File: src/rtl/fpu_pkg.sv
// rtl/fpu_pkg.sv - shared FPU word layout, status codes and converter states
package fpu_pkg;

  localparam int EXP_W = 6;
  localparam int MAN_W = 25;
  localparam int BIAS  = 31;
  localparam int FP_W  = 1 + EXP_W + MAN_W;

  localparam logic [3:0] ST_EXACT     = 4'b0001;
  localparam logic [3:0] ST_OVERFLOW  = 4'b0010;
  localparam logic [3:0] ST_UNDERFLOW = 4'b0100;
  localparam logic [3:0] ST_INEXACT   = 4'b1000;

  typedef enum logic [1:0] {
    IDLE  = 2'd0,
    ALIGN = 2'd1,
    DONE  = 2'd2
  } state_t;

  function automatic logic fp_sign(input logic [FP_W-1:0] w);
    return w[FP_W-1];
  endfunction

  function automatic logic [EXP_W-1:0] fp_exp(input logic [FP_W-1:0] w);
    return w[FP_W-2 -: EXP_W];
  endfunction

  function automatic logic [MAN_W-1:0] fp_man(input logic [FP_W-1:0] w);
    return w[MAN_W-1:0];
  endfunction

endpackage

File: src/rtl/fpu_to_int.sv
// rtl/fpu_to_int.sv - FPU word to signed integer, serial right shift with round-half-even
module fpu_to_int
  import fpu_pkg::*;
#(
  parameter int OUT_W = 32
) (
  input  logic             clock100KHz,
  input  logic             reset,
  input  logic [FP_W-1:0]  fp_in,
  input  logic             in_valid,
  output logic             in_ready,
  output logic [OUT_W-1:0] int_out,
  output logic [3:0]       status_out,
  output logic             out_valid,
  input  logic             out_ready
);

  localparam int SIG_W   = MAN_W + 1;
  // Exponent at which the significand already is the integer value.
  localparam int EXP_INT = BIAS + MAN_W;
  // Exponent whose magnitude reaches 2^(OUT_W-1): only -2^(OUT_W-1) fits.
  localparam int EXP_SAT = BIAS + OUT_W - 1;
  // Beyond SIG_W+1 shifts every further bit shifted out is zero.
  localparam int MAX_N   = SIG_W + 1;
  localparam int CNT_W   = $clog2(MAX_N + 1);

  localparam logic [EXP_W-1:0] EXP_INT_E = EXP_W'(EXP_INT);
  localparam logic [EXP_W-1:0] EXP_SAT_E = EXP_W'(EXP_SAT);
  localparam logic [EXP_W:0]   MAX_N_R   = (EXP_W + 1)'(MAX_N);
  localparam logic [OUT_W-1:0] INT_MIN   = {1'b1, {(OUT_W-1){1'b0}}};
  localparam logic [OUT_W-1:0] INT_MAX   = {1'b0, {(OUT_W-1){1'b1}}};

  state_t r_state;
  state_t w_state_n;

  logic [SIG_W-1:0] r_sig;
  logic [CNT_W-1:0] r_cnt;
  logic             r_guard;
  logic             r_sticky;
  logic             r_sign;
  logic [OUT_W-1:0] r_int;
  logic [3:0]       r_status;

  logic             w_sign;
  logic [EXP_W-1:0] w_exp;
  logic [MAN_W-1:0] w_man;
  logic [SIG_W-1:0] w_sig;
  logic             w_direct;
  logic [OUT_W-1:0] w_load_int;
  logic [3:0]       w_load_status;
  logic [CNT_W-1:0] w_load_cnt;
  logic [EXP_W:0]   w_rshift;
  logic [OUT_W-1:0] w_lshifted;

  logic             w_guard_n;
  logic             w_sticky_n;
  logic [SIG_W-1:0] w_sig_n;
  logic             w_inc;
  logic [SIG_W-1:0] w_mag;
  logic [OUT_W-1:0] w_round_int;
  logic [3:0]       w_round_status;
  logic             w_last;

  assign w_sign = fp_sign(fp_in);
  assign w_exp  = fp_exp(fp_in);
  assign w_man  = fp_man(fp_in);
  assign w_sig  = {1'b1, w_man};

  // Decode the input at load: results needing no right shift are produced here.
  always_comb begin
    w_direct      = 1'b1;
    w_load_int    = '0;
    w_load_status = ST_EXACT;
    w_load_cnt    = '0;
    w_rshift      = (EXP_W + 1)'(EXP_INT) - {1'b0, w_exp};
    w_lshifted    = OUT_W'(w_sig) << (w_exp - EXP_INT_E);
    if (w_exp == '0) begin
      w_load_int = '0;
    end else if (w_exp > EXP_SAT_E || (w_exp == EXP_SAT_E && !(w_sign && w_man == '0))) begin
      w_load_status = ST_OVERFLOW;
      w_load_int    = w_sign ? INT_MIN : INT_MAX;
    end else if (w_exp == EXP_SAT_E) begin
      w_load_int = INT_MIN;
    end else if (w_exp >= EXP_INT_E) begin
      w_load_int = w_sign ? -w_lshifted : w_lshifted;
    end else begin
      w_direct   = 1'b0;
      w_load_cnt = (w_rshift > MAX_N_R) ? CNT_W'(MAX_N) : w_rshift[CNT_W-1:0];
    end
  end

  // One shift step; on the final step the post-shift bits feed the rounder directly.
  always_comb begin
    w_guard_n   = r_sig[0];
    w_sticky_n  = r_sticky | r_guard;
    w_sig_n     = r_sig >> 1;
    w_inc       = w_guard_n & (w_sticky_n | w_sig_n[0]);
    w_mag       = w_sig_n + SIG_W'(w_inc);
    w_round_int = r_sign ? -OUT_W'(w_mag) : OUT_W'(w_mag);
    w_last      = (r_cnt == CNT_W'(1));
    if (w_mag == '0) begin
      w_round_status = ST_UNDERFLOW;
    end else if (w_guard_n | w_sticky_n) begin
      w_round_status = ST_INEXACT;
    end else begin
      w_round_status = ST_EXACT;
    end
  end

  // State register.
  always_ff @(posedge clock100KHz) begin
    if (reset) begin
      r_state <= IDLE;
    end else begin
      r_state <= w_state_n;
    end
  end

  // Next-state logic.
  always_comb begin
    w_state_n = r_state;
    case (r_state)
      IDLE:    if (in_valid) w_state_n = w_direct ? DONE : ALIGN;
      ALIGN:   if (w_last) w_state_n = DONE;
      DONE:    if (out_ready) w_state_n = IDLE;
      default: w_state_n = IDLE;
    endcase
  end

  // Handshake outputs follow the state.
  always_comb begin
    in_ready  = (r_state == IDLE);
    out_valid = (r_state == DONE);
  end

  // Datapath: load, shift, round; result registers hold through DONE.
  always_ff @(posedge clock100KHz) begin
    if (reset) begin
      r_sig    <= '0;
      r_cnt    <= '0;
      r_guard  <= 1'b0;
      r_sticky <= 1'b0;
      r_sign   <= 1'b0;
      r_int    <= '0;
      r_status <= '0;
    end else begin
      case (r_state)
        IDLE: begin
          if (in_valid) begin
            r_sig    <= w_sig;
            r_sign   <= w_sign;
            r_cnt    <= w_load_cnt;
            r_guard  <= 1'b0;
            r_sticky <= 1'b0;
            if (w_direct) begin
              r_int    <= w_load_int;
              r_status <= w_load_status;
            end
          end
        end
        ALIGN: begin
          r_sig    <= w_sig_n;
          r_guard  <= w_guard_n;
          r_sticky <= w_sticky_n;
          r_cnt    <= r_cnt - CNT_W'(1);
          if (w_last) begin
            r_int    <= w_round_int;
            r_status <= w_round_status;
          end
        end
        default: begin
        end
      endcase
    end
  end

  assign int_out    = r_int;
  assign status_out = r_status;

endmodule

File: config.mk
export PLATFORM = sky130hd
export DESIGN_NAME = fpu_to_int
export DESIGN_NICKNAME = d
export VERILOG_FILES = /design/src/rtl/fpu_pkg.sv /design/src/rtl/fpu_to_int.sv
export SDC_FILE = /design/constraint.sdc
export NUM_CORES = 1
export LEC_CHECK = 0
export CAP_MARGIN = 5
export CORE_MARGIN = 2
export CORE_UTILIZATION = 45
export CTS_CLUSTER_DIAMETER = 80
export DETAILED_ROUTE_END_ITERATION = 12
export GPL_ROUTABILITY_DRIVEN = 0
export PLACE_DENSITY = 0.64
export SYNTH_ARGS = -nofsm -noshare
export SYNTH_HDL_FRONTEND = slang
export SYNTH_SLANG_ARGS = --single-unit
File: constraint.sdc
create_clock -name clock100KHz -period 7.6 [get_ports clock100KHz]
set_input_delay 1.52 -clock clock100KHz [delete_from_list [all_inputs] [get_ports clock100KHz]]
set_output_delay 1.52 -clock clock100KHz [all_outputs]
set_load 0.02 [all_outputs]
== Word level (Yosys, flattened, before mapping) ==
Cells that the tools add are included.

* Input port bits: 36
* Register bits after elaboration: 72
* Logic and storage cells: 83

* Add/subtract/negate cells: 6
* Equal/unequal tests: 8
* Bitwise operators: 4
* Magnitude comparators: 3
* Multiplexer cells: 40
* Reductions and logical operators: 13
* Shift operators: 1

{| class="wikitable"
|+ Operators with widths
! cell !! number
|-
| $mux W32 || 10
|-
| $pmux W32 S2 || 1
|-
| $pmux W26 S2 || 1
|-
| $neg A26 Y32 || 1
|-
| $neg A32 Y32 || 1
|-
| $shl A26 B6 Y32 || 1
|-
| $mux W5 || 6
|-
| $add A25 B1 Y26 || 1
|-
| $logic_not A26 Y1 || 1
|-
| $mux W26 || 1
|-
| $logic_not A25 Y1 || 1
|-
| $mux W4 || 5
|-
| $mux W2 || 6
|-
| $pmux W5 S2 || 1
|-
| $pmux W4 S2 || 1
|-
| $gt A7 B5 Y1 const B || 1
|-
| $sub A6 B6 Y7 const A || 1
|-
| $eq A6 B6 Y1 const B || 1
|-
| $ge A6 B6 Y1 const B || 1
|-
| $gt A6 B6 Y1 const B || 1
|-
| $logic_not A6 Y1 || 1
|-
| $pmux W2 S3 || 1
|-
| $sub A6 B6 Y6 const B || 1
|-
| $eq A5 B1 Y1 const B || 1
|-
| other kinds (17) || 28
|}

== Logic depth before layout (Yosys ltp) ==
* Word-level depth: 11
* Mapped depth: 15
* Mapped depth without buffers: 12

== Least setup slack after synthesis ==
No wires, ideal clock.

* Path kind: input-to-reg
* From: input port fp_in[27]
* To: register r_int[28], in the netlist int_out[28]
* Setup time: 0.134 ns
* Data required time: 7.466 ns
* Cell stages on the path: 13
* Arrival time: 4.955 ns
* Slack: 2.511 ns
* Path through: clkbuf_1 > buf_1 > buf_1 > nor3_1 > nand3_1 > ha_1 > o41ai_1 > or4_1 > or4_1 > buf_2 > or3_1 > a2111oi_0 > nor4_1

* Longest elaborated chain between the ends: 11

{| class="wikitable"
|+ Ends and longest elaborated chain
! item !! line !! RTL
|-
| from (decl) || fpu_to_int.sv:9 || <nowiki>input logic [FP_W-1:0] fp_in,</nowiki>
|-
| $sub A6 B6 Y6 || fpu_to_int.sv:76 || <nowiki>w_lshifted = OUT_W'(w_sig) << (w_exp - EXP_INT_E);</nowiki>
|-
| $shl A26 B6 Y32 || fpu_to_int.sv:76 ||
|-
| $neg A32 Y32 || fpu_to_int.sv:85 || <nowiki>w_load_int = w_sign ? -w_lshifted : w_lshifted;</nowiki>
|-
| $mux W32 || fpu_to_int.sv:85 ||
|-
| $mux W32 || fpu_to_int.sv:84 || <nowiki>end else if (w_exp >= EXP_INT_E) begin</nowiki>
|-
| $mux W32 || fpu_to_int.sv:82 || <nowiki>end else if (w_exp == EXP_SAT_E) begin</nowiki>
|-
| $mux W32 || fpu_to_int.sv:79 || <nowiki>end else if (w_exp > EXP_SAT_E || (w_exp == EXP_SAT_E && !(w_sign && w_man == '0))) begin</nowiki>
|-
| $mux W32 || fpu_to_int.sv:77 || <nowiki>if (w_exp == '0) begin</nowiki>
|-
| $mux W32 || fpu_to_int.sv:155 || <nowiki>if (w_direct) begin</nowiki>
|-
| $mux W32 || fpu_to_int.sv:149 || <nowiki>if (in_valid) begin</nowiki>
|-
| $pmux W32 S2 || fpu_to_int.sv:147 || <nowiki>case (r_state)</nowiki>
|-
| to (signal assigned) || fpu_to_int.sv:156 || <nowiki>r_int <= w_load_int;</nowiki>
|-
| to (signal assigned) || fpu_to_int.sv:167 || <nowiki>r_int <= w_round_int;</nowiki>
|-
| to (decl) || fpu_to_int.sv:41 || <nowiki>logic [OUT_W-1:0] r_int;</nowiki>
|}

Parallel ways exist; a longest one is shown, timed or not. The select of a mux whose other input is x is not followed.
A chain may end at the register's enable or synchronous reset.

== Worst setup path in the final report ==
* From: input port fp_in[28]
* To: register r_int[30], in the netlist int_out[30]

The elaborated chain is that of the path after synthesis.

==> summary.md <==
| Metric | Value |
|---|---|
| Status | `completed` |
| Final HPWL DP | `20.38 mm` |
| WHS Endpoint | `status_out[1]` |
| Count of final setup violators | `0` |
| Reg2reg start | `r_sig[0]` |
| Layout Utilization | `52.78%` |
| Number of synthesis warnings | `0` |
| Reg2reg end | `int_out[30]` |
| Pwr dens | `180.7 nW/um^2` |
| Via/cell ratio | `6.524` |
| Number of global-route vias before repair | `7328` |
| Slowest CP cell | `xor2_1` |
| Num CTS Buffers | `9` |
| Levels on crit path | `13` |
| Top post-synthesis cells by area | `dfxtp_1, mux4_2, nand2_1, nor2_1, xnor2_1` |
| CP Launch Point | `fp_in[28]` |
| Peak supply drop | `108.8 uV` |
| Post-synth top flop | `dfxtp_1` |
| Critical path buffers and inverters | `2` |
| ANT cells | `0` |
| Cells on worst reg2reg path | `11` |
| Hold path cells | `2` |
| DRT antenna net count | `0` |
| Starting DRC count in detailed routing | `1121` |
| Routed Wire Length | `27.11 mm` |
| Post-synth EDFFs | `0` |
| Crit path largest cell delay | `0.69 ns` |
| Count leader, synth | `nand2_1` |
| Data required time at the worst endpoint | `7.80 ns` |
| FP Rows | `47` |
| Die ar. | `18060 um^2` |
| Hold Startpoint | `status_out[1]` |
| Fillers | `1687` |
| Pin count of the biggest net entering global routing | `74` |
| CTS max path bufs | `2` |
| Crit path kind | `in2reg` |
| Chip height | `134.4 um` |
| Core area | `16580 um^2` |
| Post-CTS setup buffer count | `0` |
| Setup total negative slack | `0 ns` |
| Cells after synthesis | `1056` |
| Initial antenna violation count | `0` |
| CP endpoint kind | `register` |
| List of most frequent post-synthesis cells | `nand2_1, nor2_1, dfxtp_1` |
| Clock Skew | `0.009262 ns` |
| Worst-Margin Slew | `1.285 ns` |
| Clock transition at path regs | `0.06 ns` |
| Post-synth top area share | `18.85%` |
| Pre-CTS WS | `1.127 ns` |
| Fin worst setup slack | `1.344 ns` |
| Leak pwr | `3.120 nW` |
| Synth unique cells | `75` |
| Final std cells w/o fill | `1293` |
| Yosys top cell by area | `dfxtp_1` |
| Wire per inst | `20.97 um` |
| Max-slew violation count | `0` |
| Async S/R FF share, synth | `0%` |
| Port Buffers | `73` |
| Synth Register Bits | `72` |
| Syn nets | `1102` |
| RSZ-0062 raised after global routing | `no` |
| Final min period | `6.256 ns` |
| First-pass GRT wire length | `42.22 mm` |
| Max Cap Viol | `0` |
| Avg Inst Size Synth | `7.243 um^2` |
| Initial core utilization | `46.12%` |
| Htree depth | `3` |
| Family with the most delay on the worst path | `simple AND/OR/NAND/NOR gates` |
| F_max | `0.1598 GHz` |
| Hold Path Class | `reg2reg` |
| GRT overflow | `0` |
| Period Utilization, post-route | `82.32%` |
| Startpoint Class | `input port` |
| Global-route usage over all layers | `29.86%` |
| Reg2Reg Setup Slack | `3.46 ns` |
| Crit path cell chain | `clkdlybuf4s50_1, buf_4, ha_1, xor2_1, nor3_1, nand3_1, ha_1, o41ai_1, or4_1, or4_1, or3_1, a2111oi_1, nor4_1` |
| DR vias | `8435` |
| Die Width | `134.4 um` |
| CTS resizes | `0` |
| Layout Nets | `1114` |
| Final Hold Violating Endpoints | `0` |
| CP Max Fanout | `37` |
| Relative slew slack | `13.22%` |
| Worst EP arrival | `6.45 ns` |
| Sequential area share after synthesis | `18.85%` |
| IO Pins | `74` |
| Clock root cell | `clkbuf_16` |
| DR pass1 iterations | `6` |
| Clock Latency Late Sink | `0.36 ns` |
| Placed cell count | `1277` |
| Hold-fix buffer count after cts | `0` |
| CTS tree | `built` |
| Synth Cell Area | `7649 um^2` |
| Residual DRC count | `0` |
| Sink Count | `72` |
| Layout cells sized above 1 | `8.108%` |
| Area delta synth->final | `14.43%` |
## per-layer routing
layer,vias to the layer above,share of wire [%],track usage [%]
met1,3914,45,42.96
met5,-,0,0
li1,3986,-,-
met3,73,8.8,5.178
met4,0,3.6,11.75
met2,462,43,44.25
## cell usage in the layout (no fill, tap or decap), drive strengths merged, types with 13 or more instances in the layout
cell,n
mux2i,33
o31ai,13
nand2,133
nand3,32
and3,13
nor4,20
nor3,36
buf,16
inv,17
a221oi,16
mux4,23
xnor2,38
clkdlybuf4s50,71
xor2,24
a311oi,26
mux2,17
a21oi,50
nor2,131
dfxtp,72
nand4,14
o21ai,54
a31oi,23
## cell type report
cell class	instances	area (um^2)	area share (%)
clock buffers	11	252.7	2.888
clock inverters	5	63.81	0.7291
inverters	18	67.56	0.7720
multi-input cells	880	5826	66.56
flip-flops and latches	72	1441	16.47
well taps	220	275.3	3.145
repair buffers	87	825.8	9.435
## worst max-delay path by stage
stage	endpoint
final	int_out[30]
after global routing	int_out[30]
after CTS	int_out[28]
after detailed placement	int_out[28]
after global placement	int_out[30]
after floorplan	int_out[28]
## logic make-up (layout without fill, tap and decap cells)
family | count (synthesis) | in the layout | share of synthesized area (%)
compound gates | 285 | 285 | 25.80
xor+xnor | 62 | 62 | 7.100
fa+ha+maj | 10 | 10 | 1.636
buf+inv | 104 | 121 | 5.267
flops | 72 | 72 | 18.85
mux | 73 | 73 | 13.59
simple gates | 450 | 450 | 27.76
## through the flow
step	power, mW	cell area, um^2	hold slack, ns
global route	1.660	8752	0.4781
global placement	1.107	8436	0.4381
finish	1.582	8752	0.4556
detailed placement	1.110	8436	0.4509
CTS	1.569	8752	0.4600
floorplan	0.9140	7649	0.4738
## sequential cells by signal (all words and copies together) (netlist names)
signal	flops
int_out	32
r_sig	26
r_cnt	5
status_out	4
r_state	2
r_guard	1
r_sign	1
r_sticky	1
## power by group
| part | switching, mW | total (mW) | internal (mW) |
|---|---|---|---|
| Combinational | 0.394 | 0.641 | 0.247 |
| Sequential | 0.0626 | 0.480 | 0.417 |
| Clock | 0.186 | 0.461 | 0.275 |
## worst reg2reg max path, delay by kind of cell, from the launching register on
kind                     cells  cell delay (ns)
AND/OR/NAND/NOR              6             1.77
AO/OA/AOI/OAI                4             1.45
flip-flops                   1             0.52
adder cells (fa/ha/maj)      1             0.25
No activity file was read; power rests on OpenSTA's default activity.
==> patch (config.mk and constraints unchanged) <==
Make the reset (`reset`) asynchronous in 2 clocked blocks.
--- a/src/rtl/fpu_to_int.sv
+++ b/src/rtl/fpu_to_int.sv
@@ -109,5 +109,5 @@
 
   // State register.
-  always_ff @(posedge clock100KHz) begin
+  always_ff @(posedge clock100KHz or posedge reset) begin
     if (reset) begin
       r_state <= IDLE;
@@ -135,5 +135,5 @@
 
   // Datapath: load, shift, round; result registers hold through DONE.
-  always_ff @(posedge clock100KHz) begin
+  always_ff @(posedge clock100KHz or posedge reset) begin
     if (reset) begin
       r_sig    <= '0;
Formal check against the unedited RTL: differs if reset is asserted again (counterexample within 4 cycles, from zero or initial values and one cycle with reset high); with reset held inactive, the same outputs for 4 cycles.
==> patch against the original RTL <==
Setup slack gained 0.60 ns; first-iteration DRC count shrank 0.45%; cell area rose by 7.4%; synthesized cell count decreased by 1.0%; sequential cell count stayed put; register-to-register slack about the same; largest cell class unchanged; worst hold slack better by 0.030 ns; clock skew down 0.0018 ns; synthesized area is 12% higher; routed wire length is 9.7% higher.
Power is not compared: it rests on default switching activity, and its combinational part moved more than twofold at a synthesized area within 25%.
==> patch: results (changes against the original RTL) <==
[synthesis]
syn_nets = 1091  ; -1.0%
synth_adder_area_share = 0.01457  ; -0.001788
synthXorXnorAreaFrac = 0.06018  ; -0.01082
ys_top_cells_by_count = nand2_1, nor2_1, o21ai_0
synth.mux.area_fraction = 0.1491  ; +0.01312
ys_top_cells_by_area = dfrtp_1, mux2i_1, nand2_1
ys_seq_area_frac = 0.2098  ; +0.02137
synth_compound_area_frac = 0.2608  ; +0.002844
syn_area_per_cell_um2 = 8.217  ; +13%
ys_async_sr_fraction = 1.000  ; +1.000
synth_cell_types = 113  ; +51%

[routing]
num_vias = 8714  ; +3.3%
drt-total-wl_um = 29740  ; +9.7%
via_per_inst = 6.739  ; +3.3%
drt_iter0_drc = 1116  ; -0.45%
drtPass1Iterations = 5  ; -1

[global_route]
grt_usage = 0.2969  ; -0.001711
grt_max_degree = 73  ; -1.4%
grt_pass1_vias = 7773  ; +6.1%

[clocking]
clk_latency_ns = 0.34  ; -0.02 ns

[placed_design]
placed_area_mm2 = 0.009135  ; +8.3%
dp_slack_ns = 1.735  ; +0.6082 ns
place_inst = 1279  ; +0.16%
dpl.hpwl_um = 22590  ; +11%

[critical_path]
regToRegEndpoint = int_out[25]
cp.arrival_ns = 5.84  ; -0.61 ns
regToRegSetupSlack_ns = 3.45  ; about the same
crit_slowest_cell = ha_1
path_max_fanout = 45  ; +22%
reg2reg_from = r_sig[0]

[power_and_ir_drop]
finalPower_mw = 3.022

[sta]
tightest_slew_ns = 1.177  ; -0.1082 ns
fin_ws_ns = 1.946  ; +0.6022 ns
fin_worst_skew_ns = 0.007485  ; -0.001778 ns

[run_status]
status = finished clean

[finish]
drive_above_1_share = 0.1067  ; +0.02562

## patch: cell count changes after synthesis, moves of 10 or more
cell	before	now
nand2_1	133	112
nor2_1	131	91
dfrtp_1	0	72
a311oi_1	26	2
nand3_1	32	42
o21ai_0	46	77
mux2i_1	33	60
a21oi_1	50	39
clkbuf_1	66	47
dfxtp_1	72	0
clkbuf_8	0	19
## patch: routing by layer
metal | global-route usage | up-vias | routed length, um | part of all wire
met5 | 0 | - | 0 | 0
met4 | 0.09632 | 0 | 907 | 0.030
met3 | 0.05787 | 59 | 2798 | 0.094
met2 | 0.4259 | 504 | 12600 | 0.42
met1 | 0.4445 | 4159 | 13430 | 0.45
li1 | - | 3992 | - | -
## patch: how the worst min path moves through the flow
| stage | start | endpoint | slack (ns) |
|---|---|---|---|
| finish | status_out[3] | status_out[3] | 0.49 |
| global placement | status_out[0] | status_out[0] | 0.47 |
| floorplan | r_cnt[1] | r_cnt[1] | 0.47 |
| global route | int_out[4] | int_out[4] | 0.52 |
| detailed placement | status_out[2] | status_out[2] | 0.48 |
| CTS | status_out[2] | status_out[2] | 0.49 |
## patch: cell families (layout without fill, tap and decap cells)
family | Yosys count | in the layout
AO/OA/AOI/OAI | 310 | 310
XOR/XNOR | 59 | 59
adder cells (fa/ha/maj) | 10 | 10
buffers and inverters | 104 | 118
flip-flops | 72 | 72
multiplexers | 99 | 99
AND/OR/NAND/NOR | 391 | 391
## patch: layout make-up
type / count / area [um2]
fill: 1836 / 9309
multi-input combinational: 869 / 6157
sequential: 72 / 1802
timing repair buffer: 84 / 808.3
tap: 234 / 292.8
clock buffer: 9 / 225.2
inverter: 20 / 75.07
clock inverter: 5 / 36.28
